### src/rtl/ahb_src_slave_if_if.sv
// Bus bundle for the AHB2AHB source-side slave front end: AHB-Lite slave
// signals plus the single-command valid/ready link to the source controller.
interface ahb_src_slave_if_if #(
  parameter int unsigned ADDR_WIDTH = 32,
  parameter int unsigned DATA_WIDTH = 32
);
  // AHB-Lite slave side
  logic                  i_hsel;
  logic [1:0]            i_htrans;
  logic                  i_hwrite;
  logic [ADDR_WIDTH-1:0] i_haddr;
  logic [2:0]            i_hsize;
  logic [DATA_WIDTH-1:0] i_hwdata;
  logic                  i_hready;
  logic                  o_hreadyout;
  logic                  o_hresp;
  logic [DATA_WIDTH-1:0] o_hrdata;

  // Command link to the source controller
  logic                  o_rd0_wr1;
  logic [ADDR_WIDTH-1:0] o_addr;
  logic                  o_valid;
  logic [DATA_WIDTH-1:0] o_wr_data;
  logic                  i_ready;
  logic [DATA_WIDTH-1:0] i_rd_data;
  logic                  i_rd_valid;

  modport slave (
    input  i_hsel, i_htrans, i_hwrite, i_haddr, i_hsize, i_hwdata, i_hready,
    input  i_ready, i_rd_data, i_rd_valid,
    output o_hreadyout, o_hresp, o_hrdata,
    output o_rd0_wr1, o_addr, o_valid, o_wr_data
  );

  modport master (
    output i_hsel, i_htrans, i_hwrite, i_haddr, i_hsize, i_hwdata, i_hready,
    output i_ready, i_rd_data, i_rd_valid,
    input  o_hreadyout, o_hresp, o_hrdata,
    input  o_rd0_wr1, o_addr, o_valid, o_wr_data
  );
endinterface

### src/rtl/ahb_src_slave_if.sv
// AHB-Lite slave front end for the source clock domain of the AHB2AHB bridge.
// Turns each accepted AHB transfer into one valid/ready command for the source
// controller and stalls the data phase until the write is taken or the read
// data returns. Illegal size/alignment gets a two-cycle ERROR response.
// Optional read-response timeout: define AHB_SRC_TIMEOUT_EN.
module ahb_src_slave_if #(
  parameter int unsigned ADDR_WIDTH     = 32,
  parameter int unsigned DATA_WIDTH     = 32,
  parameter int unsigned TIMEOUT_CYCLES = 1024
) (
  input logic               i_clk_src,
  input logic               i_rstn_src,
  ahb_src_slave_if_if.slave bus
);

  localparam int unsigned MAX_SIZE = $clog2(DATA_WIDTH / 8);
  localparam int unsigned CNT_W    = $clog2(TIMEOUT_CYCLES + 1);

`ifdef AHB_SRC_TIMEOUT_EN
  localparam bit TIMEOUT_EN = 1'b1;
`else
  // Counter below has no observable effect and is pruned in this build.
  localparam bit TIMEOUT_EN = 1'b0;
`endif

  typedef enum logic [2:0] {
    S_IDLE,
    S_WR_DATA,
    S_WR_PUSH,
    S_RD_REQ,
    S_RD_WAIT,
    S_ERR1,
    S_ERR2
  } state_t;

  state_t           state;
  logic [CNT_W-1:0] wait_cnt;

  logic                  active_c;
  logic                  accept_c;
  logic                  size_err_c;
  logic                  align_err_c;
  logic                  timeout_c;
  logic [ADDR_WIDTH-1:0] align_mask_c;

  // Address-phase qualification and legality of the requested transfer
  assign active_c     = bus.i_hsel && bus.i_hready &&
                        (bus.i_htrans == 2'b10 || bus.i_htrans == 2'b11);
  assign accept_c     = active_c && (state == S_IDLE);
  assign size_err_c   = bus.i_hsize > 3'(MAX_SIZE);
  assign align_mask_c = ~({ADDR_WIDTH{1'b1}} << bus.i_hsize);
  assign align_err_c  = |(bus.i_haddr & align_mask_c);

  // Timeout fires on the edge that would bring the count to TIMEOUT_CYCLES
  assign timeout_c = TIMEOUT_EN && (wait_cnt == CNT_W'(TIMEOUT_CYCLES - 1));

  // Transfer FSM with registered bus and command outputs
  always_ff @(posedge i_clk_src) begin
    if (!i_rstn_src) begin
      state           <= S_IDLE;
      wait_cnt        <= '0;
      bus.o_hreadyout <= 1'b1;
      bus.o_hresp     <= 1'b0;
      bus.o_hrdata    <= '0;
      bus.o_valid     <= 1'b0;
      bus.o_rd0_wr1   <= 1'b1;
      bus.o_addr      <= '0;
      bus.o_wr_data   <= '0;
    end else begin
      case (state)
        S_IDLE: begin
          if (accept_c) begin
            bus.o_hreadyout <= 1'b0;
            if (size_err_c || align_err_c) begin
              bus.o_hresp <= 1'b1;
              state       <= S_ERR1;
            end else begin
              bus.o_addr <= bus.i_haddr;
              if (bus.i_hwrite) begin
                state <= S_WR_DATA;
              end else begin
                bus.o_valid   <= 1'b1;
                bus.o_rd0_wr1 <= 1'b0;
                state         <= S_RD_REQ;
              end
            end
          end
        end

        // Write data is only valid in the data phase, one cycle after accept
        S_WR_DATA: begin
          bus.o_wr_data <= bus.i_hwdata;
          bus.o_valid   <= 1'b1;
          state         <= S_WR_PUSH;
        end

        S_WR_PUSH: begin
          if (bus.i_ready) begin
            bus.o_valid     <= 1'b0;
            bus.o_hreadyout <= 1'b1;
            state           <= S_IDLE;
          end
        end

        S_RD_REQ: begin
          if (bus.i_ready) begin
            bus.o_valid <= 1'b0;
            wait_cnt    <= '0;
            state       <= S_RD_WAIT;
          end
        end

        // A response arriving on the timeout edge still wins
        S_RD_WAIT: begin
          if (bus.i_rd_valid) begin
            bus.o_hrdata    <= bus.i_rd_data;
            bus.o_hreadyout <= 1'b1;
            bus.o_rd0_wr1   <= 1'b1;
            state           <= S_IDLE;
          end else if (timeout_c) begin
            bus.o_rd0_wr1 <= 1'b1;
            bus.o_hresp   <= 1'b1;
            state         <= S_ERR1;
          end else begin
            wait_cnt <= wait_cnt + CNT_W'(1);
          end
        end

        S_ERR1: begin
          bus.o_hreadyout <= 1'b1;
          state           <= S_ERR2;
        end

        S_ERR2: begin
          bus.o_hresp <= 1'b0;
          state       <= S_IDLE;
        end

        default: begin
          bus.o_hreadyout <= 1'b1;
          bus.o_hresp     <= 1'b0;
          bus.o_valid     <= 1'b0;
          bus.o_rd0_wr1   <= 1'b1;
          state           <= S_IDLE;
        end
      endcase
    end
  end

endmodule

### src/flat_wrapper.sv
// flat-port wrapper written by rule: the top's interface ports become plain ports
module ahb_src_slave_if_flat 
#(
  parameter int unsigned ADDR_WIDTH     = 32,
  parameter int unsigned DATA_WIDTH     = 32,
  parameter int unsigned TIMEOUT_CYCLES = 1024
)
  (i_clk_src, i_rstn_src, bus_i_hsel, bus_i_htrans, bus_i_hwrite, bus_i_haddr, bus_i_hsize, bus_i_hwdata, bus_i_hready, bus_i_ready, bus_i_rd_data, bus_i_rd_valid, bus_o_hreadyout, bus_o_hresp, bus_o_hrdata, bus_o_rd0_wr1, bus_o_addr, bus_o_valid, bus_o_wr_data);
  ahb_src_slave_if_if #(.ADDR_WIDTH(ADDR_WIDTH), .DATA_WIDTH(DATA_WIDTH)) bus_i ();
  input logic i_clk_src;
  input logic i_rstn_src;
  input wire logic [$bits(bus_i.i_hsel)-1:0] bus_i_hsel;
  input wire logic [$bits(bus_i.i_htrans)-1:0] bus_i_htrans;
  input wire logic [$bits(bus_i.i_hwrite)-1:0] bus_i_hwrite;
  input wire logic [$bits(bus_i.i_haddr)-1:0] bus_i_haddr;
  input wire logic [$bits(bus_i.i_hsize)-1:0] bus_i_hsize;
  input wire logic [$bits(bus_i.i_hwdata)-1:0] bus_i_hwdata;
  input wire logic [$bits(bus_i.i_hready)-1:0] bus_i_hready;
  input wire logic [$bits(bus_i.i_ready)-1:0] bus_i_ready;
  input wire logic [$bits(bus_i.i_rd_data)-1:0] bus_i_rd_data;
  input wire logic [$bits(bus_i.i_rd_valid)-1:0] bus_i_rd_valid;
  output wire logic [$bits(bus_i.o_hreadyout)-1:0] bus_o_hreadyout;
  output wire logic [$bits(bus_i.o_hresp)-1:0] bus_o_hresp;
  output wire logic [$bits(bus_i.o_hrdata)-1:0] bus_o_hrdata;
  output wire logic [$bits(bus_i.o_rd0_wr1)-1:0] bus_o_rd0_wr1;
  output wire logic [$bits(bus_i.o_addr)-1:0] bus_o_addr;
  output wire logic [$bits(bus_i.o_valid)-1:0] bus_o_valid;
  output wire logic [$bits(bus_i.o_wr_data)-1:0] bus_o_wr_data;
  assign bus_i.i_hsel = bus_i_hsel;
  assign bus_i.i_htrans = bus_i_htrans;
  assign bus_i.i_hwrite = bus_i_hwrite;
  assign bus_i.i_haddr = bus_i_haddr;
  assign bus_i.i_hsize = bus_i_hsize;
  assign bus_i.i_hwdata = bus_i_hwdata;
  assign bus_i.i_hready = bus_i_hready;
  assign bus_i.i_ready = bus_i_ready;
  assign bus_i.i_rd_data = bus_i_rd_data;
  assign bus_i.i_rd_valid = bus_i_rd_valid;
  assign bus_o_hreadyout = bus_i.o_hreadyout;
  assign bus_o_hresp = bus_i.o_hresp;
  assign bus_o_hrdata = bus_i.o_hrdata;
  assign bus_o_rd0_wr1 = bus_i.o_rd0_wr1;
  assign bus_o_addr = bus_i.o_addr;
  assign bus_o_valid = bus_i.o_valid;
  assign bus_o_wr_data = bus_i.o_wr_data;
  ahb_src_slave_if #(.ADDR_WIDTH(ADDR_WIDTH), .DATA_WIDTH(DATA_WIDTH), .TIMEOUT_CYCLES(TIMEOUT_CYCLES)) u_core (.i_clk_src(i_clk_src), .i_rstn_src(i_rstn_src), .bus(bus_i));
endmodule
### config.mk
export PLATFORM = sky130hd
export DESIGN_NAME = ahb_src_slave_if_flat
export DESIGN_NICKNAME = d
export VERILOG_FILES = /design/src/rtl/ahb_src_slave_if_if.sv /design/src/rtl/ahb_src_slave_if.sv /design/src/flat_wrapper.sv
export SDC_FILE = /design/constraint.sdc
export NUM_CORES = 1
export LEC_CHECK = 0
export CORE_ASPECT_RATIO = 1.5
export CORE_UTILIZATION = 34
export CTS_CLUSTER_SIZE = 40
export DETAILED_ROUTE_END_ITERATION = 10
export GPL_TIMING_DRIVEN = 0
export HOLD_SLACK_MARGIN = 0.12
export PLACE_DENSITY_LB_ADDON = 0.1
export SKIP_CTS_REPAIR_TIMING = 1
export SYNTH_ARGS = -nofsm -noshare
export SYNTH_HDL_FRONTEND = slang
export SYNTH_SLANG_ARGS = --single-unit
### constraint.sdc
create_clock -name i_clk_src -period 1.85 [get_ports i_clk_src]
set_clock_uncertainty 0.1 [all_clocks]
set_input_delay 0.2775 -clock i_clk_src [delete_from_list [all_inputs] [get_ports i_clk_src]]
set_output_delay 0.2775 -clock i_clk_src [all_outputs]
set_load 0.01 [all_outputs]
Yosys cells after proc, flatten, opt, wreduce, memory -nomap -nowiden:

Index checks and enable logic that the tools add are counted.

* $lt $le $gt $ge: 1
* bitwise gates (word level): 7
* muxes and demuxes: 23
* eq/ne operators: 16
* shift-type cells: 1
* reductions and logical operators: 19

Operators with widths (number)
* $and 32x32->32: 1
* $not 32->32: 1
* $reduce_or 32->1: 1
* $shl 32x3->32 const A: 1
* $pmux 3 s6: 1
* $mux 3: 5
* $mux 1: 12
* $ne 2x2->1 const B: 6
* $reduce_and 5->1: 2
* $reduce_or 5->1: 2
* $eq 3x3->1 const B: 3
* $pmux 1 s4: 2
* $reduce_and 4->1: 2
* $eq 3x2->1 const B: 2
* $reduce_and 3->1: 2
* $reduce_or 3->1: 2
* $not 1->1: 5
* $eq 2x2->1 const B: 2
* $ne 2x1->1 const B: 2
* $eq 3x1->1 const B: 1
* $gt 3x2->1 const B: 1
* $logic_and 1x1->1: 3
* $logic_not 3->1: 1
* $pmux 1 s3: 1
* 5 further kinds: 6

* word-level logic and storage cells: 75
* register bits: 103
* input bits: 108
* output and inout port bits: 100

Depth between registers and ports, before layout:

* depth in word-level cells: 8
* mapped depth: 7

Worst setup path after synthesis:

Ideal clock, no wire load.

* path type: register -> register
* start: register u_core.state[0]
* end: register u_core.bus.o_rd0_wr1
* arrival time: 1.181 ns
* cell stages (with the launch flop): 6
* setup time: 0.120 ns
* path slack: 0.450 ns
* path buffers: 1
* cells stage by stage: dfxtp_1 buf_6 and2_4 nand2_1 a22o_2 a211o_1

* word-level cells in the longest chain between the ends: 4

RTL lines
* from (decl): RTL line ahb_src_slave_if.sv:36 `state_t state;`
* from (signal assigned): RTL line ahb_src_slave_if.sv:60 `state <= S_IDLE;`
* from (signal assigned): RTL line ahb_src_slave_if.sv:76 `state <= S_ERR1;`
* from (signal assigned): RTL line ahb_src_slave_if.sv:80 `state <= S_WR_DATA;`
* $eq 3x3->1 (tied with other cells): RTL line ahb_src_slave_if.sv:70 `case (state)`
* $reduce_or 5->1 (no line) or $logic_and 1x1->1 (tied branches)
* $not 1->1 (no line) or $ne 2x1->1 (tied branches)
* $reduce_and 5->1 (no line)
* to (signal assigned): RTL line ahb_src_slave_if.sv:66 `bus.o_rd0_wr1 <= 1'b1;`
* to (signal assigned): RTL line ahb_src_slave_if.sv:83 `bus.o_rd0_wr1 <= 1'b0;`
* to (signal assigned): RTL line ahb_src_slave_if.sv:118 `bus.o_rd0_wr1 <= 1'b1;`
* to (decl): RTL line ahb_src_slave_if_if.sv:32 `output o_rd0_wr1, o_addr, o_valid, o_wr_data`

Several ways; a longest one is shown, not always the timed one.
A chain may end at the register's enable or synchronous reset.

Final worst setup path:

* start: register u_core.state[2]
* end: register u_core.bus.o_addr[22]

* word-level cells in the longest chain between the ends: 3

RTL lines
* $logic_not 3->1 *: RTL line ahb_src_slave_if.sv:49, ahb_src_slave_if.sv:70
* $logic_and 1x1->1: RTL line ahb_src_slave_if.sv:49 `assign accept_c = active_c && (state == S_IDLE);`
* $reduce_and 3->1 (no line) *
* to (signal assigned): RTL line ahb_src_slave_if.sv:78 `bus.o_addr <= bus.i_haddr;`
* to (decl): RTL line ahb_src_slave_if_if.sv:32

Every way passes the cells marked *; elsewhere a longest branch is shown, timed or not.

==> out/qor.yml <==
placed_design:
  port_buffers: 205
  dp_hpwl_um: 9380
  place_ws_ps: -294
  globalplace.congestion: 0.789
sta:
  period_needed_ps: 1680
  fmax_ghz: 0.594
  fin_crit_sh: 0.910
  finalHoldWorstSlack_ps: 176
  worst_slack_ps: 167
  rsz0062_at_grt: "false"
  slew_headroom: 0.705
  worstMarginPinSlew_ps: 442
  finalMaxSlewViolations: 0
  setup_violations: 0
  hold_viol_final: 0
final_layout:
  final-seq-area_um2: 2060
  diodes: 0
  multi_input_area_um2: 1850
  utilization: 0.564
  area_delta_synth_final_pct: 60.0
  fillers: 1081
  nNetsFinal: 807
  final_layout_size_suffix_gt1_frac: 0.0753
drt:
  drt_wl_total_um: 12300
  dr_total_vias: 4042
  ant_nets: 0
  routed_via_density: 4.72
  firstDrtPassIters: 4
  post-route-drc-count: 0
  dr.first_iter.drc_count: 76
  wl_per_cell_um: 14.3
global_routing:
  met1_usage: 0.205
  antenna_found_initial: 0
  use_met2: 0.351
  grt_usage: 0.189
  first_global_vias: 3955
  grt_pass1_wl_um: 19400
  globalRoute.totalOverflow: 0
  top_usage_layer: "met2"
  grt_util_met3: 0.0471
  grt_max_degree: 18
power_and_ir_drop:
  intPower_mw: 3.72
  power_frac_seq: 0.472
  p_leak_nw: 2.34
  switching_share: 0.228
  power_density_nw_per_um2: 708
  p_comb_frac: 0.124
  clkPwrFrac: 0.404
  finalPower_mw: 4.82
  ir_worst_vdd_uv: 432
  p_switching_mw: 1.10
worst_setup_path:
  cp-start-kind: "flop"
  rrSetupSlack_ps: 170
  reg2reg_depth: 6
  rr_startpoint: "u_core.state[2]"
  end_kind: "flop"
  path_max_fanout: 10
  crit_slowest_cell: "dfxtp_1"
  worstPathRequired_ps: 1990
  cp_num_buf_inv: 2
  cp_top_family: "simple AND/OR/NAND/NOR gates"
  crit_arrival_ps: 1820
  critPathCapture: "u_core.bus.o_addr[22]"
  cp.depth: 6
  cpPeakStageDelay_ps: 310
  startpoint: "u_core.state[2]"
  r2r_end: "u_core.bus.o_addr[22]"
  crit_type: "flop to flop"
  crit_path_cell_trace: "buf_6, nor3_4, nand2_1, clkbuf_1, o21ai_0, a21boi_1"
synthesis:
  yosysTopAreaCell: "dfxtp_1"
  syn-num-nets: 591
  synth_common_cells: "nand2_1, dfxtp_1, a21boi_1"
  synth.distinct_cells: 35
  synth_top_area_frac: 0.485
  synthFlopType: "dfxtp_1"
  synth_enable_flop_cells: 0
  syn_inst: 483
  ys_seq_area_frac: 0.485
  synth_most_common_cell: "nand2_1"
  synth_seq_cells: 103
  ys_top_cells_by_area: "dfxtp_1, nand2_1, a21boi_1, a21boi_0, o21ai_0"
  synth_async_sr_flop_share: 0
  ys_warn_count: 0
  syn_area_um2: 4260
  avgSynthCellArea_um2: 8.81
flow_run:
  cap_viol_max_count: 0
cts:
  htree_levels: 3
  cts_tree: "built"
  clock_path_buffers: 2
  clk_pin_slew_ps: 70
  clk_latency_ps: 340
  cts-root-buf: "clkbuf_16"
  cts_buffers: 9
  cts.sinks: 103
die:
  core_um2: 12100
  die_x_um: 93.3
  fp.dieH_um: 139
  ioPinCount: 208
  rows: 49
  dieArea_um2: 13000
  start_util: 0.352
run_status:
  status: "complete, no violations"
worst_hold_path:
  min_path_type: "primary input to flop"
## per-layer routing
layer  vias up  share of wire
met5         -              0
met4         0          0.011
met3         9          0.068
met2       128           0.52
met1      1854           0.40
li1       2051              -
## final cells by class
class                      instances  area share
clock buffer                      10      0.0351
timing repair buffer             205       0.301
clock inverter                     6      0.0101
sequential                       103       0.303
buffer                            42      0.0502
inverter                           2     0.00110
tap                              153      0.0281
multi-input combinational        336       0.271
## kinds of logic (layout without fill, tap and decap cells)
logic type | Yosys count | after routing | synth area share
and+or+nand+nor | 186 | 186 | 0.188
AOI/OAI and AO/OA | 149 | 149 | 0.244
DFF | 103 | 103 | 0.485
buffers and inverters | 44 | 265 | 0.0812
muxes | 1 | 1 | 0.00265
## per-stage QoR
stage	std cells	instance area (um2)	setup TNS, ps
global route	857	6810	0
global placement	841	6500	-5500
floorplan	483	4260	0
finish	857	6810	0
detailed placement	841	6500	-6890
CTS	857	6810	0
## flip-flops by register name, summed over array words and instances, names as in the netlist
signal                  count
u_core.bus.o_addr          32
u_core.bus.o_hrdata        32
u_core.bus.o_hreadyout      1
u_core.bus.o_hresp          1
u_core.bus.o_rd0_wr1        1
u_core.bus.o_valid          1
u_core.bus.o_wr_data       32
u_core.state                3
## worst reg2reg max path: stages, from the launching register on
cell	delay [ps]
dfxtp_1	310
buf_6	130
nor3_4	270
nand2_1	200
clkbuf_1	250
o21ai_0	230
a21boi_1	80
## how the worst min path moves through the flow
stage                               end  slack [ps]                      from  cells past startpoint
6_report        u_core.bus.o_hrdata[29]         180                i_rstn_src                      2
3_5_place_dp   u_core.bus.o_wr_data[20]         350  u_core.bus.o_wr_data[20]                      2
5_1_grt         u_core.bus.o_hrdata[29]         180                i_rstn_src                      2
2_1_floorplan    u_core.bus.o_hrdata[0]         310          bus_i_rd_data[0]                      2
3_3_place_gp     u_core.bus.o_hrdata[2]         340    u_core.bus.o_hrdata[2]                      2
4_1_cts         u_core.bus.o_hrdata[29]         170                i_rstn_src                      2
## power groups by stage
| stage | clock [mW] | sequential (mW) | combinational, mW |
|---|---|---|---|
| 6_report | 1.95 | 2.27 | 0.596 |
| 3_3_place_gp | 0 | 2.32 | 0.594 |
| 2_1_floorplan | 0 | 2.34 | 0.215 |
| 3_5_place_dp | 0 | 2.33 | 0.598 |
| 5_1_grt | 2.08 | 2.28 | 0.644 |
| 4_1_cts | 2.00 | 2.27 | 0.602 |
## cell usage in the layout, fill, tap and decap left out, drive strengths merged, types with 3 or more instances in the layout
cell and count:
a21boi 98, and2 4, and3 3, buf 20, clkbuf 32, clkdlybuf4s50 205
clkinv 3, dfxtp 103, inv 3, nand2 135, nand3 34, nor2 4
nor3 4, o21ai 37
Note: power is estimated with default switching activity, not from simulation.
==> RTL edit: new RTL, same flow settings <==
`DATA_WIDTH` is set to 32 in 3 places; all go to 64.
--- a/src/rtl/ahb_src_slave_if_if.sv
+++ b/src/rtl/ahb_src_slave_if_if.sv
@@ -3,5 +3,5 @@
 interface ahb_src_slave_if_if #(
   parameter int unsigned ADDR_WIDTH = 32,
-  parameter int unsigned DATA_WIDTH = 32
+  parameter int unsigned DATA_WIDTH = 64
 );
   // AHB-Lite slave side
--- a/src/rtl/ahb_src_slave_if.sv
+++ b/src/rtl/ahb_src_slave_if.sv
@@ -6,5 +6,5 @@
 module ahb_src_slave_if #(
   parameter int unsigned ADDR_WIDTH     = 32,
-  parameter int unsigned DATA_WIDTH     = 32,
+  parameter int unsigned DATA_WIDTH     = 64,
   parameter int unsigned TIMEOUT_CYCLES = 1024
 ) (
--- a/src/flat_wrapper.sv
+++ b/src/flat_wrapper.sv
@@ -3,5 +3,5 @@
 #(
   parameter int unsigned ADDR_WIDTH     = 32,
-  parameter int unsigned DATA_WIDTH     = 32,
+  parameter int unsigned DATA_WIDTH     = 64,
   parameter int unsigned TIMEOUT_CYCLES = 1024
 )
Ports: changed (resized bus_i_hwdata, bus_i_rd_data, bus_o_hrdata and bus_o_wr_data); port bits go from 208 to 336. No check against the original RTL was run, so the function may have changed too.
==> RTL edit against the original RTL <==
Setup slack got worse by 0.070 ns. Critical path depth fell by 5. Final area increased by 59%. Non-clock buffer count grew 141. Hold slack improved by 0.12 ns. Die area rose by 52%. Sequential cell count grew 64. Synthesized cell count is 55% higher. Area after synthesis grew 53%. Total power rose by 74%. Global-route usage increased by 1.3 points. Sequential share of layout area up 0.67 points. Wire length grew 62%. Critical endpoint is now bus_o_valid.
==> RTL edit: results (changes against the original RTL) <==
| Metric | Value |
|---|---|
| Clock latency at the later pin of the worst-skew pair | `0.42 ns (+0.08 ns)` |
| Multi-Input Combinational | `527 (+57%)` |
| Slew headroom | `56.3% (-14 points)` |
| Detail Placement HPWL | `15.1 mm (+61%)` |
| Number of non-clock buffers | `388 (+57%)` |
| Vias in the first global route | `5823 (+47%)` |
| End point of the critical path | `bus_o_valid` |
| Routed wire per std cell | `14.5 µm (+1.4%)` |
| Synth cell count leaders | `nand2_1, dfxtp_1, a21boi_0, mux2i_1, clkbuf_1` |
| Max Fanout on Critical Path | `4 (-6)` |
| Sw Share | `21.8% (-0.96 points)` |
| Synth cell types | `36 (+2.9%)` |
| Gr usage total | `20.2% (+1.3 points)` |
| Multi-input logic area | `2800 µm² (+51%)` |
| Origin of the worst setup path | `u_core.bus.o_valid$_SDFFE_PN0P_` |
| Dpl cells | `1336 (+59%)` |
| Storage cell area | `3340 µm² (+62%)` |
| Met2 wire length | `10.4 mm (+62%)` |
| Hold Path End | `u_core.bus.o_hrdata[60]$_SDFFE_PN0P_` |
| Vias | `6131 (+52%)` |
| Share of cells above drive strength 1 | `6.28% (-1.3 points)` |
| Leak | `3.74 nW (+60%)` |
| Largest net degree at the start of global routing | `17 (-1)` |
| Full die area | `19700 µm² (+52%)` |
| Global Route met1 Usage | `20.8% (+0.30 points)` |
| Post-Layout Cell Count | `1367 (+60%)` |
| Starting DRC count in detailed routing | `205 (+170%)` |
| Reg-to-reg endpoint | `u_core.bus.o_addr[18]$_SDFFE_PN0P_` |
| Crit path max-delay family | `buffers and inverters` |
| Number of I/O port buffers | `333 (+62%)` |
| Hold path startpoint | `bus_i_rd_data[60]` |
| Peak VDD IR | `0.423 mV (-2.1%)` |
| Worst hold stages | `3 (+1)` |
| Mapped Cells | `751 (+55%)` |
| CP max stage cell | `clkdlybuf4s50_1` |
| Pre-CTS setup slack | `-0.248 ns (+0.0461 ns)` |
| GRT met3 Usage | `6.41% (+1.7 points)` |
| Clock buffer count from CTS | `17 (+8)` |
| WP data arrival | `1.38 ns (-0.44 ns)` |
| Status | `complete, no violations` |
| First-pass GRT wire length | `30.5 mm (+57%)` |
| Seq_cells | `167 (+62%)` |
| Fraction of cell area in non-clock buffers | `34.3% (-0.81 points)` |
| Met3 wire length | `1.56 mm (+87%)` |
| # H-tree levels | `4 (+1)` |
| CP max stage delay | `0.57 ns (+0.26 ns)` |
| Sequential share of the synthesized area | `51.4% (+3.0 points)` |
| Biggest regs | `u_core.bus.o_hrdata (64), u_core.bus.o_wr_data (64), u_core.bus.o_addr (32)` |
==> RTL edit: changes by cell type after synthesis, sizes merged, moves of 8 or more <==
cell | unedited run | this run
buf | 20 | 28
mux2i | 0 | 32
o21ai | 37 | 7
nand2 | 135 | 326
nand3 | 34 | 2
dfxtp | 103 | 167
a21boi | 98 | 128
==> RTL edit: power by group through the flow <==
stage	clock, mW	sequential (mW)	combinational [mW]
floorplan	0	3.82	0.265
global placement	0	3.78	0.884
finish	3.80	3.71	0.880
detailed placement	0	3.79	0.885
CTS	3.90	3.70	0.891
global route	4.03	3.71	0.960
==> RTL edit: logic make-up (layout without fill, tap and decap cells) <==
| family | Yosys count | in the layout | synth area share, % |
|---|---|---|---|
| flip-flops | 167 | 167 | 51.4 |
| multiplexers | 32 | 32 | 4.93 |
| AND/OR/NAND/NOR | 345 | 345 | 21.0 |
| buffers and inverters | 57 | 421 | 5.52 |
| AO/OA/AOI/OAI | 150 | 150 | 17.1 |
